File: src/rtl/mips_io_responder_if.sv
// Processor data-bus and output-port signals of the memory-mapped I/O responder.
// master: processor / consumer side, slave: the responder itself.
interface mips_io_responder_if;
    logic [31:0] Address;
    logic [31:0] WriteData;
    logic        MemWrite;
    logic        MemRead;
    logic [31:0] ReadData;
    logic        Hit;
    logic [7:0]  PortIn;
    logic [31:0] PortOut;
    logic        PortOutValid;
    logic        PortOutReady;

    modport master (
        output Address, WriteData, MemWrite, MemRead, PortIn, PortOutReady,
        input  ReadData, Hit, PortOut, PortOutValid
    );

    modport slave (
        input  Address, WriteData, MemWrite, MemRead, PortIn, PortOutReady,
        output ReadData, Hit, PortOut, PortOutValid
    );
endinterface

File: src/rtl/mips_io_responder.sv
// Memory-mapped I/O responder for a MIPS data bus: a 16-byte window holding a
// 4-deep output FIFO (OUT_DATA), a synchronized 8-bit input port (IN_DATA) and
// a STATUS register with sticky overflow and input-change flags.
module mips_io_responder #(
    parameter logic [31:0] IO_BASE = 32'hFFFF_0000
) (
    input logic               clk,
    input logic               reset,
    mips_io_responder_if.slave bus
);
    localparam logic [1:0] SEL_OUT    = 2'd0;
    localparam logic [1:0] SEL_IN     = 2'd1;
    localparam logic [1:0] SEL_STATUS = 2'd2;

    // FIFO storage; never reset, only entries between the pointers are meaningful
    logic [31:0] fifo_mem [0:3];

    logic [1:0] rd_ptr_reg, rd_ptr_next;
    logic [1:0] wr_ptr_reg, wr_ptr_next;
    logic [2:0] count_reg, count_next;
    logic       ovf_reg, ovf_next;
    logic       in_chg_reg, in_chg_next;
    logic [7:0] sync_meta_reg;
    logic [7:0] sync_in_reg;
    logic [7:0] prev_in_reg;

    logic       hit;
    logic [1:0] sel;
    logic       wr_access;
    logic       rd_access;
    logic       empty;
    logic       full;
    logic       pop;
    logic       push;
    logic       unused_addr_bits;

    // Byte offset inside a word carries no meaning for these word registers
    assign unused_addr_bits = ^bus.Address[1:0];

    assign hit       = (bus.Address[31:4] == IO_BASE[31:4]);
    assign sel       = bus.Address[3:2];
    assign wr_access = bus.MemWrite && hit;
    assign rd_access = bus.MemRead && hit;
    assign empty     = (count_reg == 3'd0);
    assign full      = (count_reg == 3'd4);
    assign pop       = !empty && bus.PortOutReady;
    // A full FIFO still accepts a store when the head leaves in the same cycle
    assign push      = wr_access && (sel == SEL_OUT) && (!full || pop);

    assign bus.Hit          = hit;
    assign bus.PortOutValid = !empty;
    assign bus.PortOut      = empty ? 32'd0 : fifo_mem[rd_ptr_reg];

    // Next-state for pointers, occupancy and the sticky flags (set beats clear)
    always_comb begin
        rd_ptr_next = rd_ptr_reg;
        wr_ptr_next = wr_ptr_reg;
        count_next  = count_reg;
        ovf_next    = ovf_reg;
        in_chg_next = in_chg_reg;

        if (pop) begin
            rd_ptr_next = rd_ptr_reg + 2'd1;
        end
        if (push) begin
            wr_ptr_next = wr_ptr_reg + 2'd1;
        end
        if (push && !pop) begin
            count_next = count_reg + 3'd1;
        end else if (pop && !push) begin
            count_next = count_reg - 3'd1;
        end

        if (wr_access && (sel == SEL_STATUS) && bus.WriteData[3]) begin
            ovf_next = 1'b0;
        end
        if (wr_access && (sel == SEL_OUT) && full && !pop) begin
            ovf_next = 1'b1;
        end

        if (rd_access && (sel == SEL_IN)) begin
            in_chg_next = 1'b0;
        end
        if (sync_in_reg != prev_in_reg) begin
            in_chg_next = 1'b1;
        end
    end

    // Control state and input synchronizer; reset overrides any push/pop/clear
    always_ff @(posedge clk) begin
        if (reset) begin
            rd_ptr_reg    <= 2'd0;
            wr_ptr_reg    <= 2'd0;
            count_reg     <= 3'd0;
            ovf_reg       <= 1'b0;
            in_chg_reg    <= 1'b0;
            sync_meta_reg <= 8'd0;
            sync_in_reg   <= 8'd0;
            prev_in_reg   <= 8'd0;
        end else begin
            rd_ptr_reg    <= rd_ptr_next;
            wr_ptr_reg    <= wr_ptr_next;
            count_reg     <= count_next;
            ovf_reg       <= ovf_next;
            in_chg_reg    <= in_chg_next;
            sync_meta_reg <= bus.PortIn;
            sync_in_reg   <= sync_meta_reg;
            prev_in_reg   <= sync_in_reg;
        end
    end

    // FIFO write port; a store during reset is discarded
    always_ff @(posedge clk) begin
        if (!reset && push) begin
            fifo_mem[wr_ptr_reg] <= bus.WriteData;
        end
    end

    // Load data mux, zero unless this is a load that hits the window
    always_comb begin
        bus.ReadData = 32'd0;
        if (rd_access) begin
            case (sel)
                SEL_OUT:    bus.ReadData = {29'd0, count_reg};
                SEL_IN:     bus.ReadData = {24'd0, sync_in_reg};
                SEL_STATUS: bus.ReadData = {25'd0, count_reg, ovf_reg, in_chg_reg, full, empty};
                default:    bus.ReadData = 32'd0;
            endcase
        end
    end
endmodule

File: src/flat_wrapper.sv
// flat-port wrapper written by rule: the top's interface ports become plain ports
module mips_io_responder_flat 
#(
    parameter logic [31:0] IO_BASE = 32'hFFFF_0000
)
  (clk, reset, bus_Address, bus_WriteData, bus_MemWrite, bus_MemRead, bus_PortIn, bus_PortOutReady, bus_ReadData, bus_Hit, bus_PortOut, bus_PortOutValid);
  mips_io_responder_if bus_i ();
  input logic clk;
  input logic reset;
  input wire logic [$bits(bus_i.Address)-1:0] bus_Address;
  input wire logic [$bits(bus_i.WriteData)-1:0] bus_WriteData;
  input wire logic [$bits(bus_i.MemWrite)-1:0] bus_MemWrite;
  input wire logic [$bits(bus_i.MemRead)-1:0] bus_MemRead;
  input wire logic [$bits(bus_i.PortIn)-1:0] bus_PortIn;
  input wire logic [$bits(bus_i.PortOutReady)-1:0] bus_PortOutReady;
  output wire logic [$bits(bus_i.ReadData)-1:0] bus_ReadData;
  output wire logic [$bits(bus_i.Hit)-1:0] bus_Hit;
  output wire logic [$bits(bus_i.PortOut)-1:0] bus_PortOut;
  output wire logic [$bits(bus_i.PortOutValid)-1:0] bus_PortOutValid;
  assign bus_i.Address = bus_Address;
  assign bus_i.WriteData = bus_WriteData;
  assign bus_i.MemWrite = bus_MemWrite;
  assign bus_i.MemRead = bus_MemRead;
  assign bus_i.PortIn = bus_PortIn;
  assign bus_i.PortOutReady = bus_PortOutReady;
  assign bus_ReadData = bus_i.ReadData;
  assign bus_Hit = bus_i.Hit;
  assign bus_PortOut = bus_i.PortOut;
  assign bus_PortOutValid = bus_i.PortOutValid;
  mips_io_responder #(.IO_BASE(IO_BASE)) u_core (.clk(clk), .reset(reset), .bus(bus_i));
endmodule
File: config.mk
export PLATFORM = sky130hd
export DESIGN_NAME = mips_io_responder_flat
export DESIGN_NICKNAME = d
export VERILOG_FILES = /design/src/rtl/mips_io_responder_if.sv /design/src/rtl/mips_io_responder.sv /design/src/flat_wrapper.sv
export SDC_FILE = /design/constraint.sdc
export NUM_CORES = 1
export LEC_CHECK = 0
export ABC_AREA = 1
export CAP_MARGIN = 10
export CELL_PAD_IN_SITES_DETAIL_PLACEMENT = 0
export CELL_PAD_IN_SITES_GLOBAL_PLACEMENT = 1
export CORE_MARGIN = 8
export CORE_UTILIZATION = 41
export CTS_BUF_LIST = sky130_fd_sc_hd__clkbuf_8
export DETAILED_ROUTE_END_ITERATION = 6
export PLACE_DENSITY = 0.89
export SYNTH_ARGS = -nofsm -noshare
export SYNTH_HDL_FRONTEND = slang
export SYNTH_SLANG_ARGS = --single-unit
export TNS_END_PERCENT = 20
File: constraint.sdc
create_clock -name clk -period 6.25 [get_ports clk]
set_input_delay 1.5625 -clock clk [delete_from_list [all_inputs] [get_ports clk]]
set_output_delay 1.5625 -clock clk [all_outputs]
set_load 0.03 [all_outputs]
Word-level counts from Yosys, hierarchy flattened
Memory sizes are Yosys's and may differ from the RTL's. A register that Yosys moved wholly into a read port is not among the register bits.
Index checks and enable logic that the tools add are counted.
- register bits after elaboration: 33
- memory bits (writable): 128
- output and inout bits: 66
- logic and storage cells: 55
- memories kept: 1
- add/sub/neg operators: 4
- eq/ne operators: 5
- mux-type cells: 13
- reductions and logical operators: 24
- memories (memory ; words ; bits a word ; read ports ; clocked after memory_dff ; write ports ; line ; text):
    u_core.fifo_mem ; 4 ; 32 ; 1 ; 1 ; 1 ; mips_io_responder.sv:16 ; logic [31:0] fifo_mem [0:3];
- operator list (operator ; number):
    two-way mux 32 bit ; 2
    equality test 28 bit (second input constant) ; 1
    one-hot mux 8 bit (3 select lines) ; 1
    logical AND 1 bit ; 13
    != test 8 bit ; 1
    two-way mux 1 bit ; 6
    two-way mux 3 bit ; 2
    nonzero test 2 bit ; 3
    logical NOT 1 bit ; 5
    adder 2 x 1 -> 2 bit (second input constant) ; 2
    two-way mux 2 bit ; 2
    adder 3 x 1 -> 3 bit (second input constant) ; 1
    equality test 3 bit (second input constant) ; 1
    logical NOT 3 bit ; 1
    subtractor 3 x 1 -> 3 bit (second input constant) ; 1
    equality test 2 x 1 -> 1 bit (second input constant) ; 1
    equality test 2 bit (second input constant) ; 1
    logical NOT 2 bit ; 1
    logical OR 1 bit ; 1

Longest topological paths before layout
Gate-level depths: netlist of the first run.
- word-level depth: 9
- mapped depth: 15
- depth with buffers taken out: 15

Worst setup path before layout of the first run
OpenSTA, ideal clock, no wires.
- kind: input port to flip-flop
- from: input bus_Address[11]
- to: memory u_core.fifo_mem[0][0], enable pin
- library setup time: 468 ps
- arrival time: 4763 ps
- slack: 1019 ps
- cell stages on the path: 7
- buffers on the path: 0
- cell sequence: nor2_1 nand2_1 nor2_1 nand2_1 nor2_4 nand4_4 nor3b_1
- word-level cells in the longest chain between the ends: 7
- ends and longest elaborated chain (element ; line ; text):
    from (decl) ; flat_wrapper.sv:10 ; input wire logic [$bits(bus_i.Address)-1:0] bus_Address;
    equality test 28 bit ; mips_io_responder.sv:40 ; assign hit = (bus.Address[31:4] == IO_BASE[31:4]);
    named net bus_Hit ; flat_wrapper.sv:17 ; output wire logic [$bits(bus_i.Hit)-1:0] bus_Hit;
    logical AND 1 bit ; mips_io_responder.sv:42 ; assign wr_access = bus.MemWrite && hit;
    logical AND 1 bit (2 in a row) ; mips_io_responder.sv:48 ; assign push = wr_access && (sel == SEL_OUT) && (!full || pop);
    logical AND 1 bit ; mips_io_responder.sv:114 ; if (!reset && push) begin
    two-way mux 1 bit ; mips_io_responder.sv:114 ;
    two-way mux 1 bit (implied by the code) ; mips_io_responder.sv:115 ; fifo_mem[wr_ptr_reg] <= bus.WriteData;
    to (decl) ; mips_io_responder.sv:16 ;
The timed path passes the listed nets, and every way through them passes these cells.

Worst setup path after layout of the first run
- from: input bus_Address[25]
- to: output bus_ReadData[6]
- word-level cells in the longest chain between the ends: 3
- ends and longest elaborated chain (element ; line ; text):
    equality test 28 bit ; mips_io_responder.sv:40 ;
    logical AND 1 bit ; mips_io_responder.sv:43 ; assign rd_access = bus.MemRead && hit;
    two-way mux 32 bit ; mips_io_responder.sv:122 ; if (rd_access) begin
    to (decl) ; flat_wrapper.sv:16 ; output wire logic [$bits(bus_i.ReadData)-1:0] bus_ReadData;
Every way passes these cells.

==> impl_results.md, run 1 <==
* Sequential share of the synthesized area at 68.31%
* Hold Path Stages at 2
* Status: finished, final reports clean
* Vias in the first global route at about 4700
* Top-area cell type share of the netlist area at 57.78%
* Synthesis Warnings at 0
* Peak VDD IR at 0.0001625 V
* Initial antenna violation count at 0
* First DRT Iteration DRCs at between 200 and 250
* Final max-slew violation count at 0
* Drt drc at 0
* All-layer global routing usage at approximately 15%
* Slowest stage delay, CP at a little over 700 ps
* Area Growth Syn to Fin at 26.11%
* Cts hold-fix bufs at 0
* Cell variety after synth at 29
* Max_cap viols at 0
* CTS root buffer: clkbuf_8
* F_max at 188.5 MHz
* Number of flip-flops in the largest register at about 130
* Skew final at about 13 ps
* Reg2reg end: u_core.count_reg[2]
* Synth Register Bits at about 160
* Reg clk slew, reported paths at 80 ps
* CTS max path bufs at 2
* Cell Area, Synth at 6653 um^2
* CP max stage cell: clkdlybuf4s50_1
* RSZ-0062 raised after global routing: false
* Worst reg2reg startpoint: u_core.count_reg[0]
* Fin. Hold Viols at 0
* Layout cells sized above 1 at 6.989%
* Row Count at 46
* DIE HEIGHT at 143.4 um
* Core area at 15890 um^2
* Synth area leaders: edfxtp_1 (58%), dfxtp_1 (11%), nor2_1 (9.7%)
* Seq. cell area at about 4500 um^2
* Yosys top cell by area: edfxtp_1
* DRT Pass-1 Iters at 5
* DR vias/cell at between 4 and 5
* Worst-path cell chain: clkdlybuf4s50_1, nand2_1, nor2_1, nand3_1, nor2_4, nand3_1, o22ai_1, clkdlybuf4s50_1
* Final Setup Violations at 0
* Top reg by flops: u_core.fifo_mem
* Post-DRT Antenna Nets at 0
* Global-route wire length before repair at 23.30 mm
* CTS H-tree lvls at 4
* CP Launch Type: primary input
* Clock latency on the worst-skew pair at 450 ps
* Slew headroom at 20.56%
* Most common cell after layout, fill and taps aside: nor2_1
* Final worst-path cycle share at 84.87%
* Avg Inst Size Synth at between 10 and 15 um^2
* # IOs at 143
* Crit. Startpoint: bus_Address[25]
* Post-CTS Setup Repair Bufs at 0
* GRT Residual Overflow at 0
* Req. time, crit path at 4690 ps
* Mapped Cells at 610
* Die area at 20560 um^2
* Commonest non-fill, non-tap cells in the layout: nor2_1 (172), edfxtp_1 (128), clkdlybuf4s50_1 (116)
* Die outline width at around 140 um
* Hold path endpoint: u_core.sync_in_reg[6]
* CP Class: in2out
* Buf+Inv Stages, Crit Path at 2
* Final wirelength at 14.98 mm
* Reg2Reg Depth at 10
* Gpl congestion at about 0.86
* Resized Gates After CTS at 0
* Clock sink total at 163
* Area of the multi-input gates at 1762 um^2
* HP Start: u_core.sync_meta_reg[6]
* Routed length per instance at 15.60 um
* Filler instances at 1392
* Hold crit path type: reg2reg
* Setup TNS at 0 ps
* PD cells at 338.1 nW/um^2
* Minimum clock period after layout at roughly 5300 ps
* Worst-Margin Slew at between 1000 and 1500 ps
* Largest net degree at the start of global routing at 65
* Num CTS Buffers at 17
* # diodes at 0
* Overall power at 2836 uW
* Worst EP arrival at roughly 3700 ps
* Final nets at about 800
* Port Buffer Count at 116
* Crit-path leading delay family: buffers and inverters
* Final HPWL DP at 9.887 mm
* Vias at 4636
* Crit path capture type: primary output
* R2R setup slack at ~3400 ps
* Initial core utilization at between 40% and 50%
* Crit Path Max Fanout at 7
* Leak at 0.002992 uW
* CTS tree: yes
layout make-up:
class                   instances  area share [%]
inverters                      44           1.969
flip-flops and latches        163           54.18
well taps                     216           3.221
repair buffers                129           15.15
multi-input cells             376           21.00
clock buffers                  17           2.789
clock inverters                15           1.685
where the power goes:
group / internal, uW / switching, uW / total, uW
sequential: 1190 / 17.6 / 1200
clock: 350 / 369 / 719
combinational: 327 / 587 / 915
synthesized netlist by cell type (all sizes together):
| cell | instances |
|---|---|
| fa | 1 |
| conb | 1 |
| clkinv | 1 |
| nand3 | 3 |
| nor3b | 4 |
| a21oi | 43 |
| edfxtp | 128 |
| or2 | 2 |
| ha | 5 |
| nor2 | 173 |
| nand2 | 29 |
| buf | 34 |
| a22oi | 2 |
| o21ai | 70 |
| dfxtp | 35 |
| inv | 43 |
| a221oi | 1 |
| clkbuf | 16 |
| nand4 | 4 |
| o22ai | 4 |
| nor3 | 4 |
| xnor2 | 6 |
| nand3b | 1 |
cell families after synthesis:
group	synth area share, %
and+or+nand+nor	13.56
buffers and inverters	6.808
other	0.05637
xor gates and xnor gates	0.7899
adders and majority gates	1.241
AOI/OAI and AO/OA	9.234
DFF	68.31
layer usage:
| metal | wire [um] | GRT usage (%) |
|---|---|---|
| met5 | 0 | 0 |
| met4 | 158 | 4.483 |
| met3 | 1375 | 4.811 |
| met2 | 7428 | 25.98 |
| met1 | 6015 | 16.76 |
worst max-delay path by stage:
stage | cells after the start | end
after global placement | 10 | bus_ReadData[3]
after detailed placement | 10 | bus_ReadData[3]
after global routing | 10 | bus_ReadData[3]
after floorplan | 7 | u_core.fifo_mem[0][0]
final | 8 | bus_ReadData[6]
after CTS | 10 | bus_ReadData[3]
per-stage QoR:
| stage | worst slack [ps] | hold WS, ps | area (um^2) | std cells | util [%] |
|---|---|---|---|---|---|
| 4_1_cts | 920.8 | 406.7 | 8389 | 960 | 52.81 |
| 3_3_place_gp | 926.8 | 391.9 | 8014 | 928 | 50.45 |
| 3_5_place_dp | 933.1 | 395.8 | 8014 | 928 | 50.45 |
| 6_report | 945.3 | 405.7 | 8389 | 960 | 52.81 |
| 2_1_floorplan | 1020 | 388.3 | 6739 | 633 | - |
| 5_1_grt | 767.1 | 423.5 | 8389 | 960 | 52.81 |
worst min-delay path: cells and delay by family (launching register included):
kind / cells / cell delay (ps)
buf+inv: 1 / 40
simple gates: 1 / 30
flops: 1 / 300
Power figures use the tool's default switching activity.
==> inputs of run 2 (changes only) <==
Clock period 6.25 ns to 5.4 ns, I/O delays scaled along.
==> impl_results.md, run 2 (synthesized netlist as in run 1, its figures left out) <==
* CTS root buffer: clkbuf_8
* Hold crit path type: reg2reg
* Slowest stage delay, CP at 710 ps (about the same)
* DIE HEIGHT at 143.4 um (unchanged)
* Seq. cell area at 4546 um^2 (unchanged)
* Largest net degree at the start of global routing at 65 (unchanged)
* Area of the multi-input gates at 1762 um^2 (unchanged)
* DRT Pass-1 Iters at 5 (unchanged)
* Top reg by flops: u_core.fifo_mem
* Worst-path cell chain: clkdlybuf4s50_1, nor2_1, nand2_1, nor2_1, nand2_1, nor2_4, nand3_1, o22ai_1, clkdlybuf4s50_1
* F_max at 205.1 MHz
* Final nets at 815 (+0.12%)
* Max_cap viols at 0 (unchanged)
* Die area at 20560 um^2 (unchanged)
* Filler instances at 1372 (-1.4%)
* Die outline width at 143.4 um (unchanged)
* First DRT Iteration DRCs at 341 (+38%)
* Area Growth Syn to Fin at 26.16% (about the same)
* Vias at 4611 (-0.54%)
* CTS max path bufs at 2 (unchanged)
* Resized Gates After CTS at 0 (unchanged)
* Final HPWL DP at 9.919 mm (+0.33%)
* Worst EP arrival at 3530 ps (-210 ps)
* Num CTS Buffers at 17 (unchanged)
* Minimum clock period after layout at ~4900 ps
* Skew final at 10.77 ps (-2.644 ps)
* Clock sink total at 163 (unchanged)
* Post-CTS Setup Repair Bufs at 0 (unchanged)
* Final wirelength at 15.06 mm (+0.57%)
* Req. time, crit path at 4050 ps (-640 ps)
* Number of flip-flops in the largest register at 128 (unchanged)
* Buf+Inv Stages, Crit Path at 2 (unchanged)
* Reg clk slew, reported paths at 80 ps (about the same)
* RSZ-0062 raised after global routing: false
* Routed length per instance at 15.67 um (+0.47%)
* Cts hold-fix bufs at 0 (unchanged)
* Worst-Margin Slew at 1041 ps (-145.0 ps)
* Layout cells sized above 1 at 6.577% (-0.41 points)
* Setup TNS at 0 ps (unchanged)
* Drt drc at 0 (unchanged)
* Port Buffer Count at 116 (unchanged)
* CP max stage cell: clkdlybuf4s50_1
* # IOs at 143 (unchanged)
* Final max-slew violation count at 0 (unchanged)
* CP Class: in2out
* DR vias/cell at 4.798 (-0.64%)
* Worst setup margin at 524.2 ps (-421.1 ps)
* Crit-path leading delay family: buffers and inverters
* Most common cell after layout, fill and taps aside: nor2_1
* Clock latency on the worst-skew pair at 440 ps (about the same)
* Slew headroom at 30.35% (+9.8 points)
* CTS tree: yes
* PD cells at 395.0 nW/um^2 (+17%)
* # diodes at 0 (unchanged)
* Commonest non-fill, non-tap cells in the layout: nor2_1 (172), edfxtp_1 (128), clkdlybuf4s50_1 (116)
* Gpl congestion at 0.8325 (-2.7%)
* Crit Path Max Fanout at 7 (unchanged)
* Initial core utilization at 41.88% (unchanged)
* Vias in the first global route at 4705 (+0.86%)
* Initial antenna violation count at 0 (unchanged)
* Crit path capture type: primary output
* Status: finished, final reports clean
* CP Launch Type: primary input
* Leak at 0.002998 uW (+0.21%)
* Row Count at 46 (unchanged)
* CTS H-tree lvls at 4 (unchanged)
* Peak VDD IR at 0.0001976 V (+22%)
* Setup WS pre-CTS at 514.7 ps (-418.4 ps)
* Core area at 15890 um^2 (unchanged)
* Post-DRT Antenna Nets at 0 (unchanged)
* Final Setup Violations at 0 (unchanged)
* Fin. Hold Viols at 0 (unchanged)
* All-layer global routing usage at 14.86% (+0.078 points)
* Global-route wire length before repair at 23.45 mm (+0.62%)
* Final worst-path cycle share at 90.29%
* GRT Residual Overflow at 0 (unchanged)
==> run 2: cell types whose count changed in the layout (fill, tap and decap cells not counted), sizes merged <==
cell | previous run | this run
buf | 13 | 14
bufinv | 2 | 3
clkinv | 8 | 5
clkinvlp | 2 | 3
inv | 47 | 48
==> run 2: cell type report <==
type	count	share of cell area [%]
Tap cell	216	3.220
Clock buffer	17	2.788
Multi-Input combinational cell	376	20.99
Timing Repair Buffer	130	15.09
Sequential cell	163	54.16
Clock inverter	15	1.789
Inverter	44	1.968
==> run 2: tightest hold or removal path, cell delays in order, from the launching register on <==
cell and delay [ps]:
dfxtp_1 300, inv_1 40, nor2_1 30
==> run 2: where the power goes <==
part           internal [uW]  switching, uW
combinational            379            686
sequential              1370           21.0
clock                    444            413
==> run 2: worst paths after layout <==
| path | cells after the start | slack (ps) | to | startpoint |
|---|---|---|---|---|
| worst max-delay path | 9 | 520 | bus_ReadData[3] | bus_Address[9] |
| worst min-delay path | 2 | 400 | u_core.sync_in_reg[5] | u_core.sync_meta_reg[5] |
| worst max register to register | 10 | 2530 | u_core.count_reg[2] | u_core.count_reg[0] |
| worst min register to register | 2 | 400 | u_core.sync_in_reg[5] | u_core.sync_meta_reg[5] |
==> run 2: per-stage QoR <==
step	hold slack [ps]	power [uW]	area, um^2	util [%]	instances
after floorplan	388.3	2060	6739	-	633
after global placement	393.1	2471	8009	50.42	929
after detailed placement	394.4	2496	8009	50.42	929
after CTS	406.1	3345	8393	52.84	961
after global routing	427.5	3471	8393	52.84	961
final	403.6	3315	8393	52.84	961
==> run 2: layer usage <==
metal	part of all wire [%]	GRT usage (%)	vias up	wire, um
met5	0	0	-	0
met3	7.6	5.010	10	1141
met4	0.47	4.649	0	71
met1	41	17.18	2213	6216
li1	-	-	2251	-
met2	51	25.53	137	7634
==> inputs of run 3 (changes only) <==
Settings changed: CTS_CLUSTER_SIZE set to 30.
==> results of run 3 <==
Same layout as run 2: the final DEF is identical, and so are final timing and power.
